### src/rtl/trng_pkg.sv
// Shared definitions for the entropy packer: default geometry, the packer
// state encoding and a saturating counter helper.
package trng_pkg;

  localparam int unsigned WORD_W_DEF     = 32;
  localparam int unsigned FIFO_DEPTH_DEF = 4;
  localparam int unsigned DROP_W         = 16;

  typedef enum logic [1:0] {
    IDLE    = 2'd0,
    COLLECT = 2'd1,
    FAILED  = 2'd2
  } packer_state_e;

  // Increment that sticks at all-ones instead of wrapping.
  function automatic logic [DROP_W-1:0] sat_inc(input logic [DROP_W-1:0] v);
    return (&v) ? v : v + DROP_W'(1);
  endfunction

endpackage

### src/rtl/trng_sync_fifo.sv
// Single-clock word FIFO with registered head/valid/level/full outputs.
// Ports:
//   clk, rst        clock, async active-high reset
//   flush_i         synchronous empty; wins over push and pop
//   push_i/push_data_i  write request (accepted if not full, or full with pop)
//   pop_i           remove head (ignored when empty)
//   rd_data_o       registered head word (0 when empty)
//   rd_valid_o      head word valid
//   level_o         words buffered
//   full_o          level == DEPTH
module trng_sync_fifo #(
  parameter int unsigned WIDTH = 32,
  parameter int unsigned DEPTH = 4
) (
  input  logic                       clk,
  input  logic                       rst,
  input  logic                       flush_i,
  input  logic                       push_i,
  input  logic [WIDTH-1:0]           push_data_i,
  input  logic                       pop_i,
  output logic [WIDTH-1:0]           rd_data_o,
  output logic                       rd_valid_o,
  output logic [$clog2(DEPTH):0]     level_o,
  output logic                       full_o
);

  localparam int unsigned AW = $clog2(DEPTH);
  localparam int unsigned LW = AW + 1;

  logic [WIDTH-1:0] mem_q [DEPTH];
  logic [AW-1:0]    rd_ptr_q, rd_ptr_d;
  logic [AW-1:0]    wr_ptr_q, wr_ptr_d;
  logic [LW-1:0]    cnt_q, cnt_d;
  logic [WIDTH-1:0] data_q, data_d;
  logic             valid_q, valid_d;
  logic             full_q, full_d;
  logic             do_push, do_pop;

  // Pointer/count update and look-ahead of the next head word so the
  // head output can be registered without adding latency.
  always_comb begin
    do_pop   = 1'b0;
    do_push  = 1'b0;
    rd_ptr_d = rd_ptr_q;
    wr_ptr_d = wr_ptr_q;
    cnt_d    = cnt_q;
    data_d   = '0;
    if (flush_i) begin
      rd_ptr_d = '0;
      wr_ptr_d = '0;
      cnt_d    = '0;
    end else begin
      do_pop  = pop_i && (cnt_q != '0);
      do_push = push_i && (!full_q || do_pop);
      if (do_pop)  rd_ptr_d = rd_ptr_q + AW'(1);
      if (do_push) wr_ptr_d = wr_ptr_q + AW'(1);
      cnt_d = cnt_q + LW'(do_push) - LW'(do_pop);
      // The slot being written this cycle becomes head only when nothing
      // older remains in front of it.
      if (cnt_d != '0) begin
        if (do_push && (rd_ptr_d == wr_ptr_q)) data_d = push_data_i;
        else                                   data_d = mem_q[rd_ptr_d];
      end
    end
    valid_d = (cnt_d != '0);
    full_d  = (cnt_d == LW'(DEPTH));
  end

  always_ff @(posedge clk or posedge rst) begin
    if (rst) begin
      rd_ptr_q <= '0;
      wr_ptr_q <= '0;
      cnt_q    <= '0;
      data_q   <= '0;
      valid_q  <= 1'b0;
      full_q   <= 1'b0;
    end else begin
      rd_ptr_q <= rd_ptr_d;
      wr_ptr_q <= wr_ptr_d;
      cnt_q    <= cnt_d;
      data_q   <= data_d;
      valid_q  <= valid_d;
      full_q   <= full_d;
    end
  end

  // Storage array; contents are don't-care until written.
  always_ff @(posedge clk) begin
    if (do_push) mem_q[wr_ptr_q] <= push_data_i;
  end

  assign rd_data_o  = data_q;
  assign rd_valid_o = valid_q;
  assign level_o    = cnt_q;
  assign full_o     = full_q;

endmodule

### src/rtl/entropy_packer.sv
// Packs single-bit entropy samples (samples[0]) LSB-first into WORD_W words,
// discards words touched by a health-test error, buffers good words in a
// FIFO and latches total health-test failure until cleared.
// Ports:
//   clk, rst            clock, async active-high reset
//   enable              collection enable
//   samples, sample_valid  raw samples (bit 0 packed) and their strobe
//   ht_error            health-test error for the current sample
//   ht_total_failure    forces FAILED, flushes state
//   clear_fail          releases FAILED when no total failure is present
//   rnd_data/rnd_valid/rnd_ready  output word handshake
//   fifo_level          words buffered
//   fail_latched        sticky failure status
//   dropped_cnt         saturating count of discarded words
module entropy_packer
  import trng_pkg::*;
#(
  parameter int unsigned NBITS      = 8,
  parameter int unsigned WORD_W     = WORD_W_DEF,
  parameter int unsigned FIFO_DEPTH = FIFO_DEPTH_DEF
) (
  input  logic                          clk,
  input  logic                          rst,
  input  logic                          enable,
  input  logic [NBITS-1:0]              samples,
  input  logic                          sample_valid,
  input  logic                          ht_error,
  input  logic                          ht_total_failure,
  input  logic                          clear_fail,
  output logic [WORD_W-1:0]             rnd_data,
  output logic                          rnd_valid,
  input  logic                          rnd_ready,
  output logic [$clog2(FIFO_DEPTH):0]   fifo_level,
  output logic                          fail_latched,
  output logic [15:0]                   dropped_cnt
);

  localparam int unsigned CNT_W = $clog2(WORD_W);

  packer_state_e     state_q, state_d;
  logic [CNT_W-1:0]  bit_cnt_q, bit_cnt_d;
  logic [WORD_W-1:0] pack_q, pack_d;
  logic              taint_q, taint_d;
  logic              fail_q, fail_d;
  logic [DROP_W-1:0] drop_q, drop_d;

  logic [WORD_W-1:0] word_c;
  logic              taint_c;
  logic              push_c, pop_c, flush_c;
  logic              fifo_full;
  logic              unused_samples;

  // Only bit 0 carries entropy into the word.
  assign unused_samples = ^samples;

  // Next-state, packing, taint, drop accounting and FIFO control.
  always_comb begin
    state_d   = state_q;
    bit_cnt_d = bit_cnt_q;
    pack_d    = pack_q;
    taint_d   = taint_q;
    fail_d    = fail_q;
    drop_d    = drop_q;
    word_c    = pack_q;
    taint_c   = taint_q;
    push_c    = 1'b0;
    flush_c   = 1'b0;
    pop_c     = 1'b0;

    if (ht_total_failure) begin
      state_d   = FAILED;
      fail_d    = 1'b1;
      bit_cnt_d = '0;
      pack_d    = '0;
      taint_d   = 1'b0;
      flush_c   = 1'b1;
    end else begin
      unique case (state_q)
        IDLE: begin
          pop_c = rnd_valid && rnd_ready;
          if (enable) state_d = COLLECT;
        end
        COLLECT: begin
          pop_c = rnd_valid && rnd_ready;
          if (!enable) state_d = IDLE;
          if (enable && sample_valid) begin
            word_c[bit_cnt_q] = samples[0];
            taint_c           = taint_q | ht_error;
            if (bit_cnt_q == CNT_W'(WORD_W - 1)) begin
              bit_cnt_d = '0;
              pack_d    = '0;
              taint_d   = 1'b0;
              // A simultaneous pop frees the slot, so full only blocks
              // the push when nothing is leaving.
              if (!taint_c && (!fifo_full || pop_c)) push_c = 1'b1;
              else                                  drop_d = sat_inc(drop_q);
            end else begin
              bit_cnt_d = bit_cnt_q + CNT_W'(1);
              pack_d    = word_c;
              taint_d   = taint_c;
            end
          end
        end
        FAILED: begin
          flush_c = 1'b1;
          if (clear_fail) begin
            state_d = IDLE;
            fail_d  = 1'b0;
          end
        end
        default: begin
          state_d = IDLE;
        end
      endcase
    end
  end

  always_ff @(posedge clk or posedge rst) begin
    if (rst) begin
      state_q   <= IDLE;
      bit_cnt_q <= '0;
      pack_q    <= '0;
      taint_q   <= 1'b0;
      fail_q    <= 1'b0;
      drop_q    <= '0;
    end else begin
      state_q   <= state_d;
      bit_cnt_q <= bit_cnt_d;
      pack_q    <= pack_d;
      taint_q   <= taint_d;
      fail_q    <= fail_d;
      drop_q    <= drop_d;
    end
  end

  trng_sync_fifo #(
    .WIDTH (WORD_W),
    .DEPTH (FIFO_DEPTH)
  ) u_fifo (
    .clk         (clk),
    .rst         (rst),
    .flush_i     (flush_c),
    .push_i      (push_c),
    .push_data_i (word_c),
    .pop_i       (pop_c),
    .rd_data_o   (rnd_data),
    .rd_valid_o  (rnd_valid),
    .level_o     (fifo_level),
    .full_o      (fifo_full)
  );

  assign fail_latched = fail_q;
  assign dropped_cnt  = drop_q;

endmodule
### config.mk
export PLATFORM = sky130hd
export DESIGN_NAME = entropy_packer
export DESIGN_NICKNAME = d
export VERILOG_FILES = /design/src/rtl/trng_pkg.sv /design/src/rtl/trng_sync_fifo.sv /design/src/rtl/entropy_packer.sv
export SDC_FILE = /design/constraint.sdc
export NUM_CORES = 1
export LEC_CHECK = 0
export BUFFER_PORTS_ARGS = -buffer_cell sky130_fd_sc_hd__buf_2
export CAP_MARGIN = 30
export CORE_AREA = 5 5 140 276
export DETAILED_ROUTE_END_ITERATION = 12
export DIE_AREA = 0 0 145 281
export PLACE_DENSITY_LB_ADDON = 0.3
export SYNTH_ARGS = -nofsm -noshare
export SYNTH_HDL_FRONTEND = slang
export SYNTH_SLANG_ARGS = --single-unit
### constraint.sdc
create_clock -name clk -period 3.32 [get_ports clk]
set_input_delay 0.332 -clock clk [delete_from_list [all_inputs] [get_ports clk]]
set_output_delay 0.332 -clock clk [all_outputs]
set_load 0.01 [all_outputs]
# Word level (Yosys, flattened, before mapping)
# Memories as Yosys holds them, arrays and structs flattened.
# Cells that the tools add are included.
word_totals:
  register_bits: 98
  latch_bits: 0
  ramBits: 128
  mem_bits_ro: 0
  inputBits: 16
  out_inout_bits: 53
  wordCells: 106
  memories: 1
mem_list:
  columns: ["memory", "words", "width", "read_ports", "rd_clocked_by_memory_dff", "wr", "line", "rtl"]
  rows:
  - ["u_fifo.mem_q", 4, 32, 1, 0, 1, "trng_sync_fifo.sv:30", "logic [WIDTH-1:0] mem_q [DEPTH];"]
op_classes:
  add_sub_neg: 6
  n_mul: 0
  div: 0
  magnitude_cmp: 2
  n_eq_ne: 8
  shifts: 0
  n_mux: 47
  n_bitwise: 4
  n_reduce_logical: 26
op_table:
  columns: ["op", "count"]
  rows:
  - ["$mux W32", 10]
  - ["$bwmux W32", 1]
  - ["$mux W1", 20]
  - ["$mux W5", 4]
  - ["$mux W2", 9]
  - ["$add A16 B1 Y16 const B", 1]
  - ["$reduce_and A16 Y1", 1]
  - ["$reduce_bool A2 Y1", 5]
  - ["$ne A3 B3 Y1 const B", 3]
  - ["$reduce_bool A3 Y1", 3]
  - ["$logic_and A1 B1 Y1", 7]
  - ["$lt A5 B6 Y1 const B", 1]
  - ["$pmux W2 S3", 1]
  - ["$reduce_and A6 Y1", 1]
  - ["$add A5 B1 Y5 const B", 1]
  - ["$demux W1 S5", 1]
  - ["$eq A5 B5 Y1 const B", 1]
  - ["$ge A5 B1 Y1 const B", 1]
  - ["$add A2 B1 Y2 const B", 2]
  - ["$reduce_and A2 Y1", 2]
  - ["$add A3 B1 Y3", 1]
  - ["$eq A3 B3 Y1 const B", 1]
  - ["$mux W3", 1]
  - ["$not A1 Y1", 3]
  - ["other kinds (10)", 12]

# Depth between registers and ports, before layout
# Gate-level depths: netlist of run 1.
depth:
  word_depth: 14
  mapped_depth: 14
  mapped_depth_nobuf: 12

# Modules after synthesis
# A second synthesis of run 1 with hierarchy kept.
unflattened:
  cells_unflattened: 1032
  area_unflattened_um2: 10981.8
modules_own_cells:
  columns: ["mod", "n_inst", "cells_per_inst", "area_each_um2"]
  rows:
  - ["trng_sync_fifo", 1, 659, 7587.3]
  - ["entropy_packer", 1, 373, 3394.5]

# Least setup slack after synthesis of run 1
# OpenSTA, ideal clock, no wires.
synth_path:
  kind: "reg2reg"
  from: "register u_fifo.cnt_q[1], in the netlist u_fifo.level_o[1]"
  to: "register u_fifo.data_q[10], in the netlist u_fifo.rd_data_o[10]"
  t_arrival_ns: 3.324
  t_required_ns: 3.182
  path_slack_ns: -0.142
  path_stages_with_launch: 14
  path_buffers: 3
  cell_sequence: "dfrtp_1 > or3_1 > nand2_2 > clkinv_1 > buf_2 > ha_1 > inv_1 > ha_1 > fa_1 > xnor2_1 > a21o_1 > clkbuf_1 > clkbuf_1 > a211oi_1"
synth_via:
  elab_chain_cells: 9
  word_cells_on_any_way: 15
  classes_between: "add/sub (2); eq/ne (1); mux (5); reduce/logical (6); memory (1)"
synth_rtl:
  columns: ["element", "line", "rtl"]
  rows:
  - ["from (decl)", "trng_sync_fifo.sv:33", "logic [LW-1:0] cnt_q, cnt_d;"]
  - ["from (signal assigned)", "trng_sync_fifo.sv:80", "cnt_q <= cnt_d;"]
  - ["$reduce_bool A3 Y1", "trng_sync_fifo.sv:53", "do_pop = pop_i && (cnt_q != '0);"]
  - ["$logic_and A1 B1 Y1", "trng_sync_fifo.sv:53", null]
  - ["$logic_or A1 B1 Y1 / $mux W2 (equally long branches)", "trng_sync_fifo.sv:54, trng_sync_fifo.sv:55", null]
  - ["$logic_and A1 B1 Y1 / $mux W2 (equally long branches)", "trng_sync_fifo.sv:54, trng_sync_fifo.sv:48", null]
  - ["$add A3 B1 Y3 / $eq A2 B2 Y1 (equally long branches)", "trng_sync_fifo.sv:57, trng_sync_fifo.sv:61", null]
  - ["$sub A3 B1 Y3 / $logic_and A1 B1 Y1 (equally long branches)", "trng_sync_fifo.sv:57, trng_sync_fifo.sv:61", null]
  - ["$reduce_bool A3 Y1 / $mux W32 (equally long branches)", "trng_sync_fifo.sv:60, trng_sync_fifo.sv:61", null]
  - ["$mux W32 *", "trng_sync_fifo.sv:60", "if (cnt_d != '0) begin"]
  - ["$mux W32 *", "trng_sync_fifo.sv:48", "if (flush_i) begin"]
  - ["net u_fifo.data_d[10]", "trng_sync_fifo.sv:34", "logic [WIDTH-1:0] data_q, data_d;"]
  - ["to (signal assigned)", "trng_sync_fifo.sv:81", "data_q <= data_d;"]
  - ["to (decl)", "trng_sync_fifo.sv:34", null]
# Mark *: on every way through the listed nets, which the timed path passes. The rest lies on a longest branch. The select of a mux whose other input is x is not followed.
# A chain may end at the register's enable or synchronous reset.

# Final worst setup path of run 1
layout_path:
  from: "register bit_cnt_q[1]"
  to: "register u_fifo.data_q[0], in the netlist u_fifo.rd_data_o[0]"
layout_via:
  elab_chain_cells: 11
  word_cells_on_any_way: 22
  classes_between: "add/sub (2); order compare (2); eq/ne (1); mux (13); reduce/logical (4)"
layout_rtl:
  columns: ["element", "line", "rtl"]
  rows:
  - ["from (decl)", "entropy_packer.sv:41", "logic [CNT_W-1:0] bit_cnt_q, bit_cnt_d;"]
  - ["from (signal assigned)", "entropy_packer.sv:128", "bit_cnt_q <= bit_cnt_d;"]
  - ["$eq A5 B5 Y1, or another cell as far along", "entropy_packer.sv:89", "if (bit_cnt_q == CNT_W'(WORD_W - 1)) begin"]
  - ["$mux W1 / $logic_and A1 B1 Y1 (equally long branches)", "entropy_packer.sv:89, entropy_packer.sv:87", null]
  - ["$mux W1, on equally long branches", "entropy_packer.sv:86, entropy_packer.sv:87", null]
  - ["$mux W1 / $demux W1 S5 (equally long branches)", "entropy_packer.sv:78, entropy_packer.sv:87", null]
  - ["$mux W1 / $bwmux W32 (equally long branches)", "entropy_packer.sv:70, entropy_packer.sv:87", null]
  - ["$logic_and A1 B1 Y1 / $mux W32 (equally long branches)", "trng_sync_fifo.sv:54, entropy_packer.sv:86", null]
  - ["$add A3 B1 Y3 / $mux W32 (equally long branches)", "trng_sync_fifo.sv:57, entropy_packer.sv:78", null]
  - ["$sub A3 B1 Y3 / $mux W32 (equally long branches)", "trng_sync_fifo.sv:57, entropy_packer.sv:70", null]
  - ["$reduce_bool A3 Y1 / $mux W32 (equally long branches)", "trng_sync_fifo.sv:60, trng_sync_fifo.sv:61", null]
  - ["$mux W32 *", "trng_sync_fifo.sv:60", null]
  - ["$mux W32 *", "trng_sync_fifo.sv:48", null]
  - ["net u_fifo.data_d[0]", "trng_sync_fifo.sv:34", null]
# Mark *: on every way through the listed nets, which the timed path passes. The rest lies on a longest branch.

==> results of run 1 <==
## cells by family after synthesis
group	synth area share, %
XOR/XNOR	1.74
buffers and inverters	4.41
multiplexers	12.8
AO/OA/AOI/OAI	14.4
AND/OR/NAND/NOR	8.08
adder cells (fa/ha/maj)	1.54
flip-flops	57.0
## critical path, stage by stage, from the launching register on
cell	delay, ns
dfrtp_1	0.42
ha_1	0.21
and3_1	0.18
ha_1	0.21
nor3b_1	0.16
nand4b_1	0.12
a21oi_1	0.07
ha_1	0.22
fa_1	0.53
nor2_1	0.06
a21o_2	0.28
a2111oi_0	0.42
a31o_2	0.16
## cells in the final DEF (no fill, tap or decap), drive strengths merged, types with 2 or more instances in the layout
| master | count |
|---|---|
| nand2b | 8 |
| a21o | 2 |
| o21bai | 2 |
| nor3 | 34 |
| nand3 | 4 |
| nand4 | 6 |
| mux2i | 82 |
| dfrtp | 98 |
| inv | 39 |
| clkbuf | 29 |
| xor2 | 4 |
| a31o | 6 |
| a211oi | 54 |
| a21oi | 57 |
| xnor2 | 18 |
| and4 | 2 |
| buf | 105 |
| ha | 12 |
| nand2 | 51 |
| and2 | 9 |
| clkinv | 10 |
| a2111oi | 5 |
| o21ai | 36 |
| mux4 | 10 |
| edfxtp | 128 |
| mux2 | 33 |
| a221oi | 28 |
| a22o | 34 |
| dlygate4sd3 | 2 |
| and3 | 11 |
| nor2 | 52 |
## state kept, by name (all words and copies together) (netlist names), 2 cells and up
register and cells:
bit_cnt_q 5, dropped_cnt 16, pack_q 32, state_q 2, u_fifo.level_o 3, u_fifo.mem_q 128, u_fifo.rd_data_o 32, u_fifo.rd_ptr_q 2
u_fifo.wr_ptr_q 2
## layer usage
layer  vias to the layer above  global-route usage, %
met5                         -                      0
li1                       3533                      -
met2                       218                   30.2
met3                        70                   1.61
met1                      3965                   15.6
met4                         2                   6.81
## report_power, final
part | internal [W] | total, W | switching [W]
clock | 0.00135 | 0.00241 | 0.00107
sequential | 0.00295 | 0.00295 | 0.00000168
combinational | 0.0000254 | 0.0000907 | 0.0000654
## area by class of cell
type,instances,share of cell area (%)
Clock buffer,29,4.71
Timing Repair Buffer,107,5.55
Inverter,40,1.21
Multi-Input combinational cell,575,33.8
Sequential cell,226,49.6
Clock inverter,11,0.630
Tap cell,454,4.47
## how the worst max path moves through the flow
stage | startpoint | end | slack (ns) | cells after the start
floorplan | bit_cnt_q[0] | u_fifo.rd_data_o[11] | 0.04 | 13
CTS | bit_cnt_q[1] | u_fifo.rd_data_o[24] | 0.11 | 12
finish | bit_cnt_q[1] | u_fifo.rd_data_o[0] | 0.22 | 12
global route | bit_cnt_q[1] | u_fifo.rd_data_o[5] | 0.03 | 12
global placement | bit_cnt_q[1] | u_fifo.rd_data_o[30] | 0.21 | 12
detailed placement | bit_cnt_q[1] | u_fifo.rd_data_o[24] | 0.16 | 12
## what timing repair did
action / in CTS / in global routing
setup endpoints to repair: 0 / 21
hold endpoints to repair: 1 / 58
hold buffers: 1 / 1
buffers inserted: 0 / 0
gates resized for setup: 0 / 3
## through the flow
step,instances,hold WS (ns),power [W]
after CTS,1440,0.0295,0.00552
after global placement,1399,0.460,0.00309
after detailed placement,1399,0.468,0.00309
final,1442,0.0692,0.00545
after floorplan,915,0.429,0.00305
after global routing,1442,0.0706,0.00563
==> impl_metrics.tcl, run 1 <==
set metrics [dict create \
    cts_tree "built" \
    h-tree-depth 1 \
    crit_arrival_ns 3.56 \
    drv_cap 0 \
    synth-main-ff-cell "edfxtp_1" \
    cp.required_ns 3.78 \
    hp-class "input pin to flop" \
    netlist_instances 915 \
    nets 1001 \
    multiInputGateArea_sq_mm 0.00430 \
    wl_per_cell_um 21.9 \
    grt_pass1_vias 8277 \
    max_freq_mhz 322 \
    grt_start_max_net_pins 93 \
    synth_top_area_cell "edfxtp_1" \
    clock_path_buffers 3 \
    reg2reg_to "u_fifo.rd_data_o[0]" \
    ys_ff_latch 226 \
    syn_nets 944 \
    drt-initial-drc-count 408 \
    drv_slew 0 \
    ys_types 53 \
    powerDensity_mw_per_mm2 429 \
    met3_length_um 1180 \
    totalWireLength_um 31500 \
    rsz0062_at_grt "no" \
    hp-start "enable" \
    avgViaCountPerCell 5.40 \
    via_count 7788 \
    dp_hpwl_um 20000 \
    cts.sinks 226 \
    die_w_um 145 \
    peakVddDrop_mv 0.302 \
    skew_ns 0.0166 \
    drive_gt1_share_pct 19.9 \
    antenna_found_initial 1 \
    synth.most_common_cell "edfxtp_1" \
    fin_crit_ns 3.10 \
    min_period_over_period_pct 93.5 \
    start_util_pct 30.5 \
    synthToLayoutAreaGrowth_pct 14.9 \
    fin_util_pct 35.0 \
    synth-edff-count 128 \
    reg2reg_depth 12 \
    r2r_slack_ns 0.22 \
    p_leak_nw 5.02 \
    pre_cts_ws_ns 0.155 \
    async_flop_share_pct 43.4 \
    rr_startpoint "bit_cnt_q[1]" \
    cts_buffers 22 \
    hold_viol_final 0 \
    antenna_left 0 \
    setup_violations 0 \
    avgSynthCellArea_sq_um 12.1 \
    n_fill_cell 3544 \
    fin_tns_setup_ns 0 \
    first_pass_iters 5 \
    crit_fanout 8 \
    port_buffers 61 \
    grt_pass1_wl_um 48600 \
    slew_headroom_pct 46.8 \
    status "finished clean" \
    io_pins 69 \
    overflow 0 \
    cp-start-kind "flop" \
    gp_congestion 0.790 \
    seq_area_frac_synth_pct 57.0 \
    die_h_um 281 \
    final_area_sq_mm 0.0127 \
    ys_top_cells_by_count "128 x edfxtp_1, 98 x dfrtp_1, 82 x mux2i_1" \
    worst_slew_pin_slew_ns 0.788 \
    placementRows 99 \
    n_antenna_cell 0 \
    yosysWarnings 0 \
    netlist_area_sq_mm 0.0111 \
    postPlaceCellArea_sq_mm 0.0120 \
    core_area_sq_mm 0.0363 \
    whs_path_depth 2 \
    path_class "flop to flop" \
    routed.top_layer "met5" \
    root_buffer "clkbuf_16" \
    whs_endpoint "state_q[0]" \
    dieArea_sq_mm 0.0407 \
    yosysTopAreaCellShare_pct 34.8 \
    finalWorstSetupSlack_ns 0.216 \
    yosys-top-cells-area "edfxtp_1 35%, dfrtp_1 22%, mux2i_1 7.4%" \
    drc 0 \
    seq_area_sq_mm 0.00630 \
    clk_latency_ns 0.52 \
    wl_met1_um 11300 \
    clkTransAtPathRegs_ns 0.07 \
    endpoint_kind "flop" \
    track_usage_pct 15.1 \
    met2_length_um 17800 \
]
Power figures use the tool's default switching activity.
==> inputs of run 2 (changes only) <==
- clock period: 3.32 -> 2.77 ns (I/O delays scaled with it)
==> run 2 against run 1 <==
Effect of this change:
- final cell count grew 1.7%
- the flow now finishes with violations (negative setup slack)
- sequential cell count is the same
- sequential share of layout area shrank 1.9 points
- combinational power grew 22%
- register-to-register slack lost 0.31 ns
- critical endpoint unchanged
==> impl_metrics.tcl, run 2 (synthesis results as in run 1) <==
set metrics [dict create \
    status "complete, but fails checks" \
    violations "negative setup slack" \
    slew_headroom_pct 40.6 \
    grt_start_max_net_pins 62 \
    die_w_um 145 \
    p_leak_nw 5.20 \
    skew_ns 0.0190 \
    via_count 7936 \
    n_antenna_cell 0 \
    drive_gt1_share_pct 24.5 \
    swShare_pct 20.8 \
    grt_pass1_vias 8422 \
    largest_reg_flops 128 \
    grt_pass1_wl_um 48400 \
    drt-initial-drc-count 446 \
    hold_viol_final 0 \
    first_pass_iters 5 \
    drv_cap 0 \
    max_freq_mhz 349 \
    hp-class "input pin to flop" \
    reg2reg_depth 12 \
    fin_util_pct 36.4 \
    track_usage_pct 15.0 \
    crit_fanout 5 \
    avgViaCountPerCell 5.41 \
    combPwrFrac_pct 1.7 \
    crit_arrival_ns 3.33 \
    placementRows 99 \
    antenna_left 0 \
    pwr-share-clk_pct 45.7 \
    final_cell_mix "128 x edfxtp_1, 95 x dfrtp_1, 82 x mux2i_1" \
    worst_slew_pin_slew_ns 0.881 \
    seq_power_share_pct 52.7 \
    setup_violations 31 \
    n_fill_cell 3505 \
    overflow 0 \
    cts_buffers 22 \
    cp.required_ns 3.24 \
    cts.sinks 226 \
    totalWireLength_um 31800 \
    gp_congestion 0.819 \
    pre_cts_ws_ns -0.284 \
    clk_latency_ns 0.52 \
    p_total_w 0.00671 \
    dieArea_sq_mm 0.0407 \
    nets 1026 \
    core_area_sq_mm 0.0363 \
    path_class "flop to flop" \
    drv_slew 0 \
    synthToLayoutAreaGrowth_pct 19.5 \
    p_sw_w 0.00139 \
    io_pins 69 \
    top_register "u_fifo.mem_q" \
    cp-start-kind "flop" \
    h-tree-depth 1 \
    wl_per_cell_um 21.7 \
    clock_path_buffers 3 \
    die_h_um 281 \
    finalWorstSetupSlack_ns -0.0934 \
    rsz0062_at_grt "yes" \
    port_buffers 61 \
    drc 0 \
    endpoint_kind "flop" \
    peakVddDrop_mv 0.383 \
    root_buffer "clkbuf_16" \
    whs_path_depth 3 \
    dp_hpwl_um 20800 \
    fin_crit_ns 2.86 \
    cts_tree "built" \
    clkTransAtPathRegs_ns 0.07 \
    antenna_found_initial 2 \
    p_int_w 0.00531 \
    powerDensity_mw_per_mm2 508 \
    start_util_pct 30.5 \
    min_period_over_period_pct 103 \
    mostFrequentLayoutCell "edfxtp_1" \
]
-- run 2: worst max-delay path, cell delays in order, from the launching register on --
cell       delay, ns
dfrtp_1         0.38
ha_2            0.19
and3_4          0.19
ha_4            0.15
nor3b_2         0.15
nand4b_1        0.12
a21oi_2         0.07
ha_2            0.18
fa_2            0.57
nor2_4          0.06
a21o_4          0.24
a2111oi_2       0.36
a31o_2          0.15
-- run 2: path summary, 6_finish.rpt --
kind	from	endpoint	slack, ns
setup / recovery	bit_cnt_q[0]	u_fifo.rd_data_o[0]	-0.09
hold / removal	ht_error	taint_q	0.09
setup reg to reg	bit_cnt_q[0]	u_fifo.rd_data_o[0]	-0.09
hold reg to reg	fail_latched	fail_latched	0.49
max in group asynchronous	rst	u_fifo.rd_data_o[8]	1.86
min in group asynchronous	rst	u_fifo.rd_data_o[31]	0.24
-- run 2: layout make-up --
class / count / area (sq um) / area share [%]
multi-input cells: 576 / 4450 / 33.7
repair buffers: 131 / 1010 / 7.62
inverters: 40 / 161 / 1.22
flip-flops and latches: 226 / 6300 / 47.7
clock buffers: 31 / 616 / 4.66
clock inverters: 9 / 108 / 0.815
well taps: 454 / 568 / 4.30
-- run 2: stage by stage --
step	hold slack, ns	cell area, sq um	cells	TNS (ns)
floorplan	0.374	11200	915	-6.21
global placement	0.228	12300	1417	-6.75
detailed placement	0.234	12300	1417	-8.10
CTS	0.0721	13200	1464	-2.52
global route	0.118	13200	1467	-6.29
finish	0.0880	13200	1467	-1.91
-- run 2: timing repair --
item | in CTS | in global routing
resized for setup | 19 | 0
setup endpoints to repair | 33 | 34
hold endpoints to repair | 39 | 0
buffers inserted | 3 | 2
cloned | 1 | 1
hold buffers | 3 | 0
pin swaps | 0 | 3
-- run 2: metal layers --
metal	routed length (um)	up-vias	track usage (%)
met5	27	-	0
met4	1170	4	6.33
met3	1130	89	1.81
met2	18000	213	29.8
met1	11500	4033	15.6
li1	-	3597	-
-- run 2: power by group through the flow --
stage	combinational, W	clock [W]	sequential [W]
after CTS	0.000114	0.00315	0.00353
final	0.000111	0.00306	0.00353
after detailed placement	0.000110	0	0.00360
after global placement	0.000109	0	0.00360
after floorplan	0.0000602	0	0.00360
after global routing	0.000124	0.00327	0.00353
